--- src/rtl/d_mem_arbiter.sv ---
`default_nettype none
// ============================================================================
// Module   : d_mem_arbiter
// Purpose  : Shares one data-memory request/response port between two
//            requesters (port 0 = CPU load/store unit, port 1 = debug/preload
//            master). One transaction is in flight at a time, requesters are
//            served round-robin over valid/ready handshakes, and a watchdog
//            turns a memory that never answers into an error response plus a
//            sticky timeout flag.
// Ports    : clk, reset (async, active-low)
//            req_valid/req_ready/req_we/req_addr/req_wdata : requester side,
//                port i in bit i / slice [i*W +: W]
//            resp_valid/resp_rdata/resp_err : one-cycle response to the owner
//            mem_req_valid/mem_req_ready/mem_we/mem_addr/mem_wdata : memory
//                request channel
//            mem_resp_valid/mem_rdata : memory completion channel
//            grant_id, busy, timeout_flag : status
// Revision : 1.0 - initial release
// ============================================================================
module d_mem_arbiter #(
    parameter int ADDR_WIDTH     = 32,
    parameter int DATA_WIDTH     = 32,
    parameter int TIMEOUT_CYCLES = 255,
    parameter int TO_WIDTH       = 8
) (
    input  logic                    clk,
    input  logic                    reset,
    input  logic [1:0]              req_valid,
    output logic [1:0]              req_ready,
    input  logic [1:0]              req_we,
    input  logic [2*ADDR_WIDTH-1:0] req_addr,
    input  logic [2*DATA_WIDTH-1:0] req_wdata,
    output logic [1:0]              resp_valid,
    output logic [DATA_WIDTH-1:0]   resp_rdata,
    output logic                    resp_err,
    output logic                    mem_req_valid,
    input  logic                    mem_req_ready,
    output logic                    mem_we,
    output logic [ADDR_WIDTH-1:0]   mem_addr,
    output logic [DATA_WIDTH-1:0]   mem_wdata,
    input  logic                    mem_resp_valid,
    input  logic [DATA_WIDTH-1:0]   mem_rdata,
    output logic                    grant_id,
    output logic                    busy,
    output logic                    timeout_flag
);

    localparam logic [TO_WIDTH-1:0] C_TIMEOUT = TO_WIDTH'(TIMEOUT_CYCLES);
    localparam logic [TO_WIDTH-1:0] C_CNT_ONE = TO_WIDTH'(1);

    typedef enum logic [1:0] {
        S_IDLE      = 2'd0,
        S_ISSUE     = 2'd1,
        S_WAIT_RESP = 2'd2
    } state_t;

    state_t                  r_state;
    logic                    r_last_grant;
    logic                    r_grant_id;
    logic                    r_we;
    logic [ADDR_WIDTH-1:0]   r_addr;
    logic [DATA_WIDTH-1:0]   r_wdata;
    logic                    r_mem_req_valid;
    logic [TO_WIDTH-1:0]     r_cnt;
    logic [1:0]              r_resp_valid;
    logic [DATA_WIDTH-1:0]   r_resp_rdata;
    logic                    r_resp_err;
    logic                    r_timeout_flag;

    logic                    w_winner;
    logic [1:0]              w_ready;
    logic                    w_accept;
    logic                    w_sel_we;
    logic [ADDR_WIDTH-1:0]   w_sel_addr;
    logic [DATA_WIDTH-1:0]   w_sel_wdata;

    // Round-robin pick: a lone requester always wins; on a tie the port that
    // did not own the previous transaction wins.
    always_comb begin
        w_winner = 1'b0;
        if (req_valid == 2'b11) begin
            w_winner = ~r_last_grant;
        end else if (req_valid[1] && !req_valid[0]) begin
            w_winner = 1'b1;
        end
    end

    // Ready is offered only in IDLE and only to the winner, so at most one
    // request can ever be taken per cycle.
    always_comb begin
        w_ready = 2'b00;
        if ((r_state == S_IDLE) && (req_valid != 2'b00)) begin
            w_ready = w_winner ? 2'b10 : 2'b01;
        end
    end

    assign w_accept    = |(req_valid & w_ready);
    assign w_sel_we    = w_winner ? req_we[1] : req_we[0];
    assign w_sel_addr  = w_winner ? req_addr[2*ADDR_WIDTH-1:ADDR_WIDTH]
                                  : req_addr[ADDR_WIDTH-1:0];
    assign w_sel_wdata = w_winner ? req_wdata[2*DATA_WIDTH-1:DATA_WIDTH]
                                  : req_wdata[DATA_WIDTH-1:0];

    always_ff @(posedge clk or negedge reset) begin
        if (!reset) begin
            r_state         <= S_IDLE;
            r_last_grant    <= 1'b1;
            r_grant_id      <= 1'b0;
            r_we            <= 1'b0;
            r_addr          <= '0;
            r_wdata         <= '0;
            r_mem_req_valid <= 1'b0;
            r_cnt           <= '0;
            r_resp_valid    <= 2'b00;
            r_resp_rdata    <= '0;
            r_resp_err      <= 1'b0;
            r_timeout_flag  <= 1'b0;
        end else begin
            // Responses are single-cycle pulses; rdata/err keep their value.
            r_resp_valid <= 2'b00;
            case (r_state)
                S_IDLE: begin
                    if (w_accept) begin
                        r_we            <= w_sel_we;
                        r_addr          <= w_sel_addr;
                        r_wdata         <= w_sel_wdata;
                        r_grant_id      <= w_winner;
                        r_mem_req_valid <= 1'b1;
                        r_state         <= S_ISSUE;
                    end
                end
                S_ISSUE: begin
                    // Backpressure here is unbounded; the watchdog only
                    // starts once memory has taken the request.
                    if (mem_req_ready) begin
                        r_mem_req_valid <= 1'b0;
                        r_cnt           <= '0;
                        r_state         <= S_WAIT_RESP;
                    end
                end
                S_WAIT_RESP: begin
                    // A completion in the same cycle as the watchdog limit
                    // takes priority over the timeout.
                    if (mem_resp_valid) begin
                        r_resp_valid <= r_grant_id ? 2'b10 : 2'b01;
                        r_resp_rdata <= r_we ? '0 : mem_rdata;
                        r_resp_err   <= 1'b0;
                        r_last_grant <= r_grant_id;
                        r_state      <= S_IDLE;
                    end else if (r_cnt == C_TIMEOUT) begin
                        r_resp_valid   <= r_grant_id ? 2'b10 : 2'b01;
                        r_resp_rdata   <= '0;
                        r_resp_err     <= 1'b1;
                        r_timeout_flag <= 1'b1;
                        r_last_grant   <= r_grant_id;
                        r_state        <= S_IDLE;
                    end else begin
                        // Stops at the limit, so it never wraps.
                        r_cnt <= r_cnt + C_CNT_ONE;
                    end
                end
                default: begin
                    r_state <= S_IDLE;
                end
            endcase
        end
    end

    assign req_ready     = w_ready;
    assign resp_valid    = r_resp_valid;
    assign resp_rdata    = r_resp_rdata;
    assign resp_err      = r_resp_err;
    assign mem_req_valid = r_mem_req_valid;
    assign mem_we        = r_we;
    assign mem_addr      = r_addr;
    assign mem_wdata     = r_wdata;
    assign grant_id      = r_grant_id;
    assign busy          = (r_state != S_IDLE);
    assign timeout_flag  = r_timeout_flag;

endmodule
`default_nettype wire
--- config.mk ---
export PLATFORM = sky130hd
export DESIGN_NAME = d_mem_arbiter
export DESIGN_NICKNAME = d
export VERILOG_FILES = /design/src/rtl/d_mem_arbiter.sv
export SDC_FILE = /design/constraint.sdc
export NUM_CORES = 1
export LEC_CHECK = 0
export CORE_ASPECT_RATIO = 0.5
export CORE_MARGIN = 3
export CORE_UTILIZATION = 42
export DETAILED_ROUTE_END_ITERATION = 16
export PLACE_DENSITY = 0.95
export SYNTH_ARGS = -nofsm -noshare
export SYNTH_HDL_FRONTEND = slang
export SYNTH_SLANG_ARGS = --single-unit
--- constraint.sdc ---
create_clock -name clk -period 3.5 [get_ports clk]
set_input_delay 0.35 -clock clk [delete_from_list [all_inputs] [get_ports clk]]
set_output_delay 0.35 -clock clk [all_outputs]
set_load 0.02 [all_outputs]
==> results by group, run 1 <==
Final layout
  – Final net count: about 870
  – ANT cells: 0
  – Final instance area: 8390 µm²
  – Proportion of layout cells with a drive suffix above 1: 7.13%
  – Fillcell total: 778
  – P&R area growth vs syn: 71.6%

Worst setup path
  – Worst Setup End Kind: output pin
  – CP cell instances: nor2_1 -> o21ai_4 -> nor2_1 -> clkdlybuf4s50_1
  – CP max stage delay: 630 ps
  – CP startpoint kind: flop
  – Crit path max-delay family: buffers and inverters
  – Flop-to-flop setup slack: ~1300 ps
  – FF-to-FF End: resp_rdata[5]
  – Top cell by count, worst path: nor2_1
  – Worst Path Arrival: 2220 ps
  – Kind of critical path: reg2out
  – R2R cell count: 6
  – Req. time, crit path: approximately 3200 ps
  – Crit-path max FO: 10
  – Worst r2r src: r_cnt[0]
  – Buf+Inv Stages, Crit Path: 1
  – Crit-path slowest cell: clkdlybuf4s50_1

Drt
  – Detail Route Antenna Nets: 0
  – Total number of vias: around 4,300
  – Wire per inst: 17.3 µm
  – DR DRC count: 0
  – DR pass1 iterations: 4
  – Starting DRT DRC Count: approximately 240
  – Routed WL: 15,100 µm
  – DR vias/cell: 4.92

Synth
  – YS warnings: 0
  – Net count after synthesis: roughly 600
  – Syn Area/Cell: 11.4 µm²
  – Distinct cells, synth: 36
  – Post-synth top area share: between 50% and 60%
  – Post-synth top flop: dfrtp_1
  – Most instantiated cells after synthesis: dfrtp_1 (113), nand2_1 (71), mux2i_1 (65), o21ai_0 (64), a22o_1 (32)
  – Seq/Total Area, Yosys: 58.4%
  – Post-synth EDFFs: 0
  – Most common cell in the synthesized netlist: dfrtp_1
  – Synth area leader: dfrtp_1
  – Mapped Cells: approximately 430
  – Async SR Flop Fraction: 100%
  – Area contributors post-synth: dfrtp_1 (58%), mux2i_1 (13%), o21ai_0 (6.6%)
  – Count of state elements after synthesis: about 110
  – Cell Area, Synth: about 4900 µm²

Timing
  – F_max: approximately 0.39 GHz
  – Final-report setup violation count: 0
  – RSZ-0062 raised after global routing: false
  – Slew Limit Fails: 0
  – Skew final: around 12 ps
  – Slew @ Worst Pin: 825 ps
  – Hold Fails Final Rpt: 0
  – Final hold slack: 13.2 ps
  – Post-route setup slack: ~930 ps
  – Max-slew headroom: 45.0%
  – TNS Setup: 0 ps
  – Min Tclk post-route: 2570 ps
  – Fin crit share: 73.5%

CTS
  – Clock-pin slew on the worst setup and hold paths: ~60 ps
  – H-tree Lvls: 4
  – Clock Tree Root: clkbuf_16
  – # resized after CTS: 0
  – CTS Sinks: 114
  – Post-CTS Setup Inserts: 0
  – CTS tree: built
  – Cts hold-fix bufs: 0
  – CTS Buffer Depth: 2
  – CTS Buf Count: 17
  – Clock latency on the worst-skew pair: 400 ps

Floorplanning
  – Starting density of the core: 43.7%
  – Core Area: 11,200 µm²
  – Die Y-Extent: 82.3 µm
  – Die X: 159 µm
  – Total I/O pin count: 274
  – # rows: 27
  – DIE AREA: between 10,000 and 15,000 µm²

GRT
  – Initial antenna violation count: 0
  – Vias in the first global route: about 4,400
  – Largest net degree at the start of global routing: 70
  – Grt total ovfl: 0
  – Global Route Usage Sum: 23.0%
  – First-pass GRT wire length: roughly 23,000 µm

Placed design
  – Placed Area: 7730 µm²
  – Dpl ws: 1130 ps
  – Number of port buffers: 273
  – DP HPWL: 11,600 µm
  – RD Place Congestion: just under 0.8

Run
  – Number of max-cap violations: 0

Min path
  – Hold Crit Class: in2async

Power and ir drop
  – Power Density: about 900 nW/µm²
  – Peak supply drop: 469 µV
  – Static leakage power: 0.00368 µW

Outcome
  – Status: finished clean
[worst register-to-register path: cells and delay by family, from the launching register on]
kind,cells,cell delay (ps)
AO/OA/AOI/OAI,2,820
flip-flops,1,410
buffers and inverters,1,330
AND/OR/NAND/NOR,2,300
adder cells (fa/ha/maj),1,270
[layer usage]
| metal | wire length, µm | up-vias | track usage [%] |
|---|---|---|---|
| met5 | 0 | - | 0 |
| met4 | 385 | 0 | 8.07 |
| met3 | 613 | 29 | 5.21 |
| met2 | 8240 | 130 | 42.6 |
| met1 | 5830 | 2071 | 26.6 |
| li1 | - | 2072 | - |
[worst max-delay path by stage]
stage	to	slack [ps]	cells after the start	start
floorplan	req_ready[0]	1820	5	r_state[0]
global placement	req_ready[1]	1140	4	req_valid[1]
detailed placement	req_ready[1]	1130	4	req_valid[1]
CTS	req_ready[0]	870	4	r_state[0]
global route	req_ready[0]	780	4	r_state[0]
finish	req_ready[0]	930	4	r_state[0]
[state kept, by name, summed over array words and instances, names as in the netlist]
name and count:
mem_we 1, mem_wdata 32, mem_req_valid 1, grant_id 1, r_state 2, resp_rdata 32
mem_addr 32, timeout_flag 1, r_cnt 8, resp_valid 2, r_last_grant 1, resp_err 1
[placed cells by master, fill, tap and decap left out, types with 2 or more instances in the layout]
cell type and instances:
clkdlybuf4s50_1 272, dfrtp_1 113, nand2_1 71, mux2i_1 65
o21ai_0 64, a22o_1 32, clkbuf_16 17, buf_4 10
nor2_1 8, inv_1 5, o21ai_1 5, a21oi_1 5
bufinv_16 5, nand3_1 4, clkinv_4 4, inv_6 3
nor2b_1 2, o21ai_2 2, and2_1 2, o211ai_1 2
o31ai_1 2, clkinvlp_4 2
[area by class of cell]
class / instances / area [µm²] / area share, %
inverter: 5 / 18.8 / 0.224
sequential: 114 / 2850 / 34.0
tap: 159 / 199 / 2.37
clock inverter: 15 / 231 / 2.76
timing repair buffer: 282 / 2800 / 33.3
clock buffer: 17 / 425 / 5.07
multi-input combinational: 282 / 1860 / 22.2
[kinds of logic after synthesis]
group           after synthesis  synth area share, %
xor+xnor                      1                0.179
compound gates              118                 15.4
simple gates                 96                 8.40
flops                       114                 58.4
fa+ha+maj                     1                0.256
buf+inv                      33                 3.86
mux                          66                 13.5
[power breakdown]
part / internal, µW / switching [µW] / total, µW
Clock: 1270 / 636 / 1910
Sequential: 1940 / 360 / 2300
Combinational: 1610 / 1750 / 3360
[per-stage QoR]
step	instances	util (%)	power (µW)
6_report	874	75.0	7570
5_1_grt	874	75.0	8000
4_1_cts	874	75.0	7650
3_5_place_dp	842	69.2	5700
3_3_place_gp	842	69.2	5580
2_1_floorplan	429	-	3970
Note: power is estimated with default switching activity, not from simulation.
==> run 2, diff against run 1 <==
--- a/config.mk
+++ b/config.mk
@@ -7,9 +7,9 @@
 export LEC_CHECK = 0
 export CORE_ASPECT_RATIO = 0.5
 export CORE_MARGIN = 3
-export CORE_UTILIZATION = 42
+export CORE_UTILIZATION = 39
 export DETAILED_ROUTE_END_ITERATION = 16
-export PLACE_DENSITY = 0.95
+export PLACE_DENSITY = 0.91
 export SYNTH_ARGS = -nofsm -noshare
 export SYNTH_HDL_FRONTEND = slang
 export SYNTH_SLANG_ARGS = --single-unit
==> constraint.sdc (replaced) <==
create_clock -name clk -period 2.61 [get_ports clk]
set_input_delay 0.261 -clock clk [delete_from_list [all_inputs] [get_ports clk]]
set_output_delay 0.261 -clock clk [all_outputs]
set_load 0.02 [all_outputs]
==> run 2 against run 1 <==
Net effect:
- flip-flop and latch count unchanged
- clock-buffer cell count stayed put
- largest cell class unchanged
- via count fell by 1.7%
- combinational power grew 34%
- first-iteration DRC count down 12%
- design area shrank 0.54%
- critical path depth stayed put
- register-to-register slack got worse by 720 ps
- sequential power grew 34%
==> results by group, run 2 (synthesis gave the netlist of run 1 again) <==
Outcome
  – Status: finished clean

Run
  – Number of max-cap violations: 0

Timing
  – Min Tclk post-route: 2280 ps
  – TNS Setup: 0 ps
  – Skew final: 9.92 ps
  – Fin crit share: 87.5%
  – Max-slew headroom: ~60%
  – F_max: 0.438 GHz
  – Final-report setup violation count: 0
  – RSZ-0062 raised after global routing: false
  – Slew @ Worst Pin: ~580 ps
  – Slew Limit Fails: 0
  – Hold Fails Final Rpt: 0
  – Final hold slack: around 420 ps

GRT
  – First-pass GRT wire length: 22,900 µm
  – Vias in the first global route: 4,534
  – Initial antenna violation count: 0
  – Global Route Usage Sum: 20.9%
  – Grt total ovfl: 0
  – Largest net degree at the start of global routing: 134

Worst setup path
  – Crit-path max FO: 4
  – Req. time, crit path: 2350 ps
  – CP startpoint kind: flop
  – Kind of critical path: reg2out
  – Worst Path Arrival: about 2000 ps
  – Worst Setup End Kind: output pin

CTS
  – Post-CTS Setup Inserts: 0
  – CTS Buf Count: 17
  – Clock Tree Root: clkbuf_16
  – H-tree Lvls: 4
  – Clock latency on the worst-skew pair: ~400 ps
  – CTS tree: built
  – CTS Sinks: 114
  – CTS Buffer Depth: 2
  – # resized after CTS: 0
  – Clock-pin slew on the worst setup and hold paths: 50 ps
  – Cts hold-fix bufs: 1

Drt
  – Detail Route Antenna Nets: 0
  – DR pass1 iterations: 5
  – DR vias/cell: 4.81
  – Starting DRT DRC Count: 207
  – Routed WL: ~15,000 µm
  – DR DRC count: 0
  – Total number of vias: 4,229
  – Wire per inst: 16.5 µm

Final layout
  – Final net count: 870
  – ANT cells: 0
  – P&R area growth vs syn: 70.7%
  – Fillcell total: 885
  – Leading cell type in the layout, fill and taps excluded: clkdlybuf4s50_1
  – Most frequent cells in the layout: clkdlybuf4s50_1 (272), dfrtp_1 (113), nand2_1 (71)
  – Final Non-Filler Cells: 879
  – Proportion of layout cells with a drive suffix above 1: 6.86%

Placed design
  – Cell total after placement: around 850
  – Number of port buffers: 273
  – DP HPWL: 11,200 µm
  – RD Place Congestion: 0.827

Power and ir drop
  – Power Density: approximately 1200 nW/µm²
  – Static leakage power: 0.00365 µW
  – Peak supply drop: 566 µV

Floorplanning
  – Starting density of the core: roughly 41%
  – Die X: 164 µm
  – Core Area: 12,000 µm²
  – DIE AREA: 14,000 µm²
  – Die Y-Extent: 85.2 µm
  – # rows: 28
  – Total I/O pin count: 274

Min path
  – Hold Crit Class: in2async
[run 2: area by class of cell]
cell class	instances	area, µm²	share of cell area [%]
clock buffer	17	425	5.10
clock inverter	15	159	1.90
tap	165	206	2.47
multi-input combinational	282	1860	22.3
sequential	114	2850	34.2
inverter	5	18.8	0.225
timing repair buffer	281	2820	33.8
[run 2: power by group]
part           leakage (µW)  internal [µW]  total (µW)  switching (µW)
logic               0.00193           2180        4500            2320
clock network      0.000280           1410        2250             839
registers           0.00144           2600        3080             479
total               0.00365           6190        9830            3640
[run 2: critical path: stages (launching register included)]
cell and delay (ps):
dfrtp_1 420, nor2_1 340, o21ai_4 120, nor2_1 120, clkdlybuf4s50_1 630
[run 2: worst paths after layout]
check	slack, ps	cells after the start	startpoint	end
min in group clk	460	2	mem_rdata[21]	resp_rdata[21]
setup / recovery	330	4	r_state[0]	req_ready[0]
setup reg to reg	600	6	r_cnt[0]	resp_rdata[5]
hold / removal	420	2	reset	mem_addr[23]
hold reg to reg	480	2	mem_addr[14]	mem_addr[14]
max in group asynchronous	1430	3	reset	mem_addr[14]
[run 2: layer usage]
| layer | vias up | track usage, % | part of all wire, % |
|---|---|---|---|
| met5 | - | 0 | 0 |
| met4 | 0 | 6.14 | 1.8 |
| met3 | 23 | 5.17 | 5.0 |
| met2 | 128 | 40.2 | 55 |
| met1 | 2009 | 22.8 | 38 |
| li1 | 2069 | - | - |
[run 2: through the flow]
| stage | worst slack, ps | total power [µW] | cell area, µm² | utilization, % |
|---|---|---|---|---|
| CTS | 306 | 9950 | 8340 | 69.4 |
| detailed placement | 490 | 7640 | 7750 | 64.5 |
| finish | 327 | 9830 | 8340 | 69.4 |
| floorplan | 1020 | 5330 | 4890 | - |
| global route | 249 | 10400 | 8340 | 69.4 |
| global placement | 533 | 7480 | 7750 | 64.5 |
==> run 3, diff against run 2 <==
--- a/config.mk
+++ b/config.mk
@@ -8,6 +8,7 @@
 export CORE_ASPECT_RATIO = 0.5
 export CORE_MARGIN = 3
 export CORE_UTILIZATION = 39
+export CTS_CLUSTER_DIAMETER = 30
 export DETAILED_ROUTE_END_ITERATION = 16
 export PLACE_DENSITY = 0.91
 export SYNTH_ARGS = -nofsm -noshare
==> results of run 3 <==
No change in the layout: final DEF, timing and power equal those of run 2.
